$ cat src/rtl/pipe_hazard_ctrl_pkg.sv
// pipe_ctrl_pkg: shared state encoding and register-address constants for the hazard controller
package pipe_ctrl_pkg;
    localparam int REG_ADDR_W = 5;
    localparam logic [REG_ADDR_W-1:0] ZERO_REG = 5'd0;
    typedef enum logic [1:0] {
        RUN      = 2'd0,
        MEM_WAIT = 2'd1,
        ERR      = 2'd2
    } state_e;
endpackage

$ cat src/rtl/pipe_hazard_ctrl_load_use_detect.sv
// load_use_detect: flags an ID instruction that reads the destination of a load sitting in EX
module load_use_detect
    import pipe_ctrl_pkg::*;
(
    input  logic                  idex_memread_i,
    input  logic [REG_ADDR_W-1:0] idex_rt_i,
    input  logic [REG_ADDR_W-1:0] ifid_rs_i,
    input  logic [REG_ADDR_W-1:0] ifid_rt_i,
    input  logic                  ifid_uses_rt_i,
    output logic                  loaduse_o
);
    assign loaduse_o = idex_memread_i && (idex_rt_i != ZERO_REG) &&
                       ((idex_rt_i == ifid_rs_i) || (ifid_uses_rt_i && (idex_rt_i == ifid_rt_i)));
endmodule

$ cat src/rtl/pipe_hazard_ctrl.sv
// pipe_hazard_ctrl: hold/flush/bubble/freeze sequencer for load-use, ID branches and data-memory waits
// Optional saturating stall/flush performance counters are built when PIPE_CTRL_PERF_EN is defined.
module pipe_hazard_ctrl
    import pipe_ctrl_pkg::*;
#(
    parameter int MEM_TIMEOUT = 16,
    parameter int CNT_W       = 32
) (
    input  logic             clk_i,
    input  logic             rst_i,
    input  logic             idex_memread_i,
    input  logic [4:0]       idex_rt_i,
    input  logic [4:0]       ifid_rs_i,
    input  logic [4:0]       ifid_rt_i,
    input  logic             ifid_uses_rt_i,
    input  logic             branch_taken_i,
    input  logic             jump_i,
    input  logic             mem_req_i,
    input  logic             mem_ready_i,
    output logic             pc_write_o,
    output logic             ifid_hold_o,
    output logic             ifid_flush_o,
    output logic             idex_bubble_o,
    output logic             freeze_o,
    output logic             err_o,
    output logic [1:0]       state_o,
    output logic [CNT_W-1:0] stall_cnt_o,
    output logic [CNT_W-1:0] flush_cnt_o
);
    localparam int WAIT_W = $clog2(MEM_TIMEOUT + 1);

    state_e              r_state, w_next;
    logic [WAIT_W-1:0]   r_wait, w_wait_inc, w_wait_nxt;
    logic                r_err;
    logic                w_loaduse, w_memstall, w_in_err, w_timeout;

    load_use_detect u_load_use_detect (
        .idex_memread_i (idex_memread_i),
        .idex_rt_i      (idex_rt_i),
        .ifid_rs_i      (ifid_rs_i),
        .ifid_rt_i      (ifid_rt_i),
        .ifid_uses_rt_i (ifid_uses_rt_i),
        .loaduse_o      (w_loaduse)
    );

    assign w_memstall = mem_req_i & ~mem_ready_i;
    assign w_in_err   = (r_state == ERR);
    // counter value after this cycle's wait; ERR once it reaches the timeout
    assign w_wait_inc = (r_state == RUN) ? WAIT_W'(1) : r_wait + 1'b1;
    assign w_timeout  = (w_wait_inc == WAIT_W'(MEM_TIMEOUT));

    always_ff @(posedge clk_i) begin
        if (rst_i) begin
            r_state <= RUN;
            r_wait  <= '0;
            r_err   <= 1'b0;
        end else begin
            r_state <= w_next;
            r_wait  <= w_wait_nxt;
            r_err   <= r_err | (w_next == ERR);
        end
    end

    always_comb begin
        w_next        = w_in_err ? ERR : w_memstall ? (w_timeout ? ERR : MEM_WAIT) : RUN;
        w_wait_nxt    = w_in_err ? r_wait : w_memstall ? w_wait_inc : '0;
        pc_write_o    = 1'b1;
        ifid_hold_o   = 1'b0;
        ifid_flush_o  = 1'b0;
        idex_bubble_o = 1'b0;
        freeze_o      = 1'b0;
        if (rst_i) begin
            pc_write_o   = 1'b0;
            ifid_flush_o = 1'b1;
        end else if (w_in_err || w_memstall) begin
            pc_write_o  = 1'b0;
            ifid_hold_o = 1'b1;
            freeze_o    = 1'b1;
        end else if (w_loaduse) begin
            pc_write_o    = 1'b0;
            ifid_hold_o   = 1'b1;
            idex_bubble_o = 1'b1;
        end else if (branch_taken_i || jump_i) begin
            ifid_flush_o = 1'b1;
        end
    end

    assign err_o   = r_err;
    assign state_o = rst_i ? RUN : r_state;

`ifdef PIPE_CTRL_PERF_EN
    logic [CNT_W-1:0] r_stall_cnt, r_flush_cnt;

    always_ff @(posedge clk_i) begin
        if (rst_i) begin
            r_stall_cnt <= '0;
            r_flush_cnt <= '0;
        end else begin
            if (ifid_hold_o && !(&r_stall_cnt)) r_stall_cnt <= r_stall_cnt + 1'b1;
            if (ifid_flush_o && !(&r_flush_cnt)) r_flush_cnt <= r_flush_cnt + 1'b1;
        end
    end

    assign stall_cnt_o = r_stall_cnt;
    assign flush_cnt_o = r_flush_cnt;
`else
    assign stall_cnt_o = '0;
    assign flush_cnt_o = '0;
`endif
endmodule

$ cat config.mk
export PLATFORM = sky130hd
export DESIGN_NAME = pipe_hazard_ctrl
export DESIGN_NICKNAME = d
export VERILOG_FILES = /design/src/rtl/pipe_hazard_ctrl_pkg.sv /design/src/rtl/pipe_hazard_ctrl_load_use_detect.sv /design/src/rtl/pipe_hazard_ctrl.sv
export SDC_FILE = /design/constraint.sdc
export NUM_CORES = 1
export LEC_CHECK = 0
export BUFFER_PORTS_ARGS = -buffer_cell sky130_fd_sc_hd__buf_2
export CAP_MARGIN = 20
export CORE_AREA = 5 5 63 65
export DETAILED_ROUTE_END_ITERATION = 16
export DIE_AREA = 0 0 68 70
export PLACE_DENSITY = 0.84
export SLEW_MARGIN = 20
export SYNTH_ARGS = -nofsm -noshare
export SYNTH_HDL_FRONTEND = slang
export SYNTH_HIERARCHICAL = 1
export SYNTH_SLANG_ARGS = --single-unit
$ cat constraint.sdc
create_clock -name clk_i -period 1.3 [get_ports clk_i]
set_clock_uncertainty 0.2 [all_clocks]
set_input_delay 0.065 -clock clk_i [delete_from_list [all_inputs] [get_ports clk_i]]
set_output_delay 0.065 -clock clk_i [all_outputs]
set_load 0.1 [all_outputs]
==> results of run 1 <==
==> cell type report <==
type	instances	area, um2	area share
multi-input cells	126	836	0.524
repair buffers	52	512	0.321
clock buffers	3	22.5	0.0141
well taps	46	57.6	0.0361
flip-flops and latches	8	168	0.105
==> metrics by stage <==
step / worst slack, ns / power (uW) / TNS, ns
after detailed placement: -0.484 / 1310 / -2.31
after CTS: -0.435 / 1540 / -2.69
final: -0.391 / 1550 / -2.40
after floorplan: -0.628 / 1340 / -2.51
after global placement: -0.448 / 1300 / -1.94
after global routing: -0.506 / 1590 / -3.36
==> metal layers <==
metal,global-route usage,vias to the layer above
li1,-,429
met1,0.0838,401
met2,0.202,56
met3,0.0465,4
met4,0.0265,0
met5,0,-
==> layout by cell type, fill, tap and decap left out, types with 3 or more instances in the layout <==
| cell type | netlist | routed |
|---|---|---|
| conb_1 | 1 | 64 |
| buf_6 | 1 | 15 |
| buf_4 | 65 | 15 |
| buf_2 | 0 | 14 |
| buf_12 | 0 | 8 |
| xor2_1 | 9 | 5 |
| nand3_1 | 5 | 4 |
| xor2_2 | 0 | 4 |
| a21oi_1 | 5 | 4 |
| dfxtp_1 | 8 | 4 |
| nand3b_1 | 3 | 3 |
| clkbuf_4 | 0 | 3 |
| dfxtp_2 | 0 | 3 |
| xnor2_1 | 3 | 3 |
==> flip-flops by register name, indices dropped and copies added, names as in the netlist <==
signal and count:
err_o 1, r_state 2, r_wait 5
==> power groups by stage <==
stage          Sequential, uW  Clock, uW  Combinational [uW]
4_1_cts                   249        214                1080
3_3_place_gp              254          0                1050
2_1_floorplan             254          0                1090
6_report                  247        201                1100
3_5_place_dp              254          0                1050
5_1_grt                   247        216                1130
==> final timing paths <==
check / to / slack, ns
worst max-delay path: idex_bubble_o / -0.39
worst min-delay path: r_state[0] / -0.05
worst max register to register: r_state[1] / -0.15
worst min register to register: err_o / 0.34
==> logic make-up (layout without fill, tap and decap cells) <==
group           Yosys count  after routing  share of synthesized area
compound gates           16             16                     0.0978
fa+ha+maj                 1              1                     0.0114
buf+inv                  67             55                      0.457
simple gates             32             32                      0.180
flops                     8              8                      0.146
mux                       1              1                    0.00910
other cells               1             64                    0.00341
xor+xnor                 12             12                     0.0956
==> what timing repair did <==
item	CTS	global route
setup endpoints to repair	13	15
buffers inserted	5	2
gates resized for setup	24	13
endpoints found under the hold margin	4	1
pin swaps	15	9
==> critical path: stages <==
cell,delay [ns]
buf_6,0.10
xor2_2,0.16
nor4_2,0.31
nand3_1,0.14
a21oi_2,0.20
nor3b_4,0.25
buf_12,0.20
==> qor.csv, run 1 <==
metric;value;unit
cp-start-kind;input port;
synth_cell_types;34;
power_switching;1050;uW
min_delay_path_depth;4;
drive_gt1_frac;0.466;
arrival;1.43;ns
wl_met2;1470;um
hold_violations;4;
hp-start;mem_ready_i;
status;finished, violations left;
synthTopCellsByArea;buf_4 (44%), dfxtp_1 (15%), xor2_1 (7.2%);
dp.cells;227;
leakage;0.000748;uW
final_area;1600;um2
yosysMostFrequentCell;buf_4;
die_w;68;um
async_reset_ff_frac;0;
min_path_type;in -> reg;
ioPinCount;95;
overflow;0;
track_usage;0.101;
fill_cells;298;
min_period;1.69;ns
clkTransAtPathRegs;0.06;ns
maxCapViolCount;0;
peakVddDrop;0.594;mV
yosys.area.top_type;buf_4;
netlist_top_cells_count;buf_4 (65), xor2_1 (9), dfxtp_1 (8);
via_count;890;
num_rows;21;
placed_area;1380;um2
p_sw_frac;0.681;
viasPerCell;3.79;
worstSetupEndpointType;output pin;
synth-seq-cells;8;
nets;215;
worst_skew_pair.late_latency;0.26;ns
startpoint;ifid_rt_i[3];
hpwl;2090;um
fin_util;0.486;
finalCritPeriodShare;1.30;
final_cells;235;
gp_congestion;0.789;
path_class;in -> out;
initial_core_util;0.335;
cts_sinks;8;
synth_seq_area_share;0.146;
drt-met1-wl;680;um
crit_fanout;3;
synth_warnings;6;
wl_met3;377;um
slew_viol_final;0;
cts_made_buffers;3;
wire_per_inst;10.8;um
seq_power_share;0.160;
grt_max_degree;16;
routed.top_layer;met4;
antenna_found_initial;0;
antenna_left;0;
drt_iter0_markers;16;
postSynthCellCount;138;
htreeDepth;1;
setup_ws;-0.391;ns
grt_pass1_wl;3750;um
synth.avg_cell_area;7.97;um2
clock_path_buffers;2;
cp.required;1.03;ns
p_clk_frac;0.130;
fmax;591;MHz
grt_pass1_vias;907;
synth_top_area_frac;0.444;
drc;0;
p_int;493;uW
reg2reg_from;r_wait[0];
synth-main-ff-cell;dfxtp_1;
drt_wl_total;2540;um
cts_tree;done;
antenna_cells;0;
rsz0062_at_grt;true;
violations;hold timing, setup timing;
io_buffers;30;
reg2reg_depth;5;
power_frac_comb;0.711;
hold_slack;-0.0545;ns
die_area;4760;um2
clock-root-buffer;clkbuf_4;
powerDensity;970;nW/um2
setup_viol;13;
synth_edf_count;0;
syn2layout_area_growth;45.1;%
synth_area;1100;um2
coreArea;3280;um2
die-height;70;um
first_pass_iters;3;
Note: power is estimated with default switching activity, not from simulation.
==> run 2: changes to the inputs <==
--- a/config.mk
+++ b/config.mk
@@ -7,10 +7,11 @@
 export LEC_CHECK = 0
 export BUFFER_PORTS_ARGS = -buffer_cell sky130_fd_sc_hd__buf_2
 export CAP_MARGIN = 20
-export CORE_AREA = 5 5 63 65
+export CORE_AREA = 2 2 60 62
 export DETAILED_ROUTE_END_ITERATION = 16
-export DIE_AREA = 0 0 68 70
+export DIE_AREA = 0 0 62 64
 export PLACE_DENSITY = 0.84
+export RECOVER_POWER = 100
 export SLEW_MARGIN = 20
 export SYNTH_ARGS = -nofsm -noshare
 export SYNTH_HDL_FRONTEND = slang
==> run 2 against run 1 <==
The flow still finishes with violations (hold timing, setup timing); sequential share of layout area rose by 0.41 points; fmax rose by 0.73%; largest cell class unchanged; sequential cell count did not move; critical endpoint is now ifid_flush_o; final area fell by 3.1%.
==> qor.csv, run 2 (synthesis results as in run 1) <==
metric;value;unit;change
status;finished, violations left;;
violations;hold timing, setup timing;;
wire_per_inst;9.75;um;-10%
worst_skew_pair.late_latency;0.26;ns;about the same
grt_pass1_wl;3280;um;-12%
antenna_left;0;;unchanged
min_period;1.68;ns;-0.0122 ns
num_rows;21;;unchanged
powerDensity;988;nW/um2;+1.9%
first_pass_iters;3;;unchanged
cp-start-kind;input port;;
clock-root-buffer;clkbuf_4;;
grt_util_met1;0.114;;+0.0299
clock_path_buffers;2;;unchanged
top_register;r_wait;;
grt_busiest_layer;met2;;
crit_fanout;3;;unchanged
nets;214;;-0.47%
initial_core_util;0.335;;unchanged
syn2layout_area_growth;40.6;%;
fin_util;0.471;;-0.0149
reg2reg_slack;-0.16;ns;about the same
cts_tree;done;;
path_class;in -> out;;
drc;0;;unchanged
die_area;3970;um2;-17%
final_area;1550;um2;-3.1%
hold_violations;4;;unchanged
use_met3;0.0263;;-0.0202
min_path_type;in -> reg;;
cts_sinks;8;;unchanged
fin_setup_tns;-2.19;ns;+0.207 ns
track_usage;0.111;;+0.00984
drt_wl_total;2280;um;-10%
arrival;1.41;ns;-0.02 ns
peakVddDrop;0.604;mV;+1.6%
die-height;64;um;-8.6%
hold_slack;-0.0512;ns;+0.00333 ns
io_buffers;30;;unchanged
leakage;0.000730;uW;-2.5%
hpwl;1770;um;-15%
gp_congestion;0.797;;+0.99%
grt_pass1_vias;762;;-16%
maxCapViolCount;0;;unchanged
coreArea;3280;um2;unchanged
via_count;888;;-0.22%
placed_area;1380;um2;unchanged
mostFrequentLayoutCells;conb_1 (64), buf_2 (20), buf_4 (13);;
viasPerCell;3.79;;+0.20%
cp.required;1.03;ns;about the same
final_common_cell;conb_1;;
worstSetupEndpointType;output pin;;
fmax;596;MHz;+0.73%
use_met2;0.199;;-0.00314
drive_gt1_frac;0.468;;+0.00248
finalCritPeriodShare;1.29;;-0.00938
slew_viol_final;0;;unchanged
htreeDepth;1;;unchanged
die_w;62;um;-8.8%
clkTransAtPathRegs;0.06;ns;about the same
setup_viol;12;;-1
drt_iter0_markers;26;;+10
overflow;0;;unchanged
rsz0062_at_grt;true;;
antenna_cells;0;;unchanged
fill_cells;310;;+4.0%
ioPinCount;95;;unchanged
antenna_found_initial;0;;unchanged
cts_made_buffers;3;;unchanged
largest_reg_flops;5;;unchanged
grt_max_degree;16;;unchanged
setup_ws;-0.379;ns;+0.0122 ns
[run 2: changes by cell type in the layout (fill, tap and decap cells not counted), sizes merged]
cell and delta:
clkbuf +1, buf -2
[run 2: final timing paths]
| path | startpoint | endpoint | cells past startpoint |
|---|---|---|---|
| worst min-delay path | mem_ready_i | r_state[0] | 4 |
| worst max register to register | r_wait[0] | r_state[1] | 5 |
| worst min register to register | err_o | err_o | 2 |
| worst max-delay path | idex_rt_i[1] | ifid_flush_o | 7 |
[run 2: stage by stage]
step	cells	power, uW	worst slack, ns
after floorplan	201	1340	-0.628
after global placement	227	1300	-0.449
after detailed placement	227	1310	-0.467
after CTS	232	1530	-0.366
after global routing	234	1580	-0.417
final	234	1530	-0.379
[run 2: cell type report]
cell class              count  area [um2]  area share
multi-input cells         126         840       0.543
repair buffers             51         458       0.296
flip-flops and latches      8         169       0.109
well taps                  46        57.6      0.0372
clock buffers               3        22.5      0.0146
[run 2: where the power goes]
group / leakage (uW) / switching (uW) / internal (uW)
sequential: 0.0000673 / 1.68 / 245
clock: 0.0000138 / 96.5 / 106
combinational: 0.000649 / 951 / 127
[run 2: layer usage]
layer,share of wire,routed length [um],vias to the layer above
met2,0.59,1340,56
met5,0,0,-
met4,0.017,38,0
met1,0.30,686,402
li1,-,-,426
met3,0.095,217,4
[run 2: what timing repair did]
item / in CTS / in global routing
cloned: 0 / 0
setup buffers: 2 / 3
resized for setup: 17 / 14
pin swaps: 10 / 4
hold endpoints to repair: 4 / 2
endpoints found under the setup margin: 14 / 14
[run 2: critical path, stage by stage]
cell,delay [ns]
buf_2,0.11
or4_1,0.54
o21ai_2,0.14
a21oi_2,0.06
nor2_2,0.17
a21o_4,0.16
buf_12,0.16
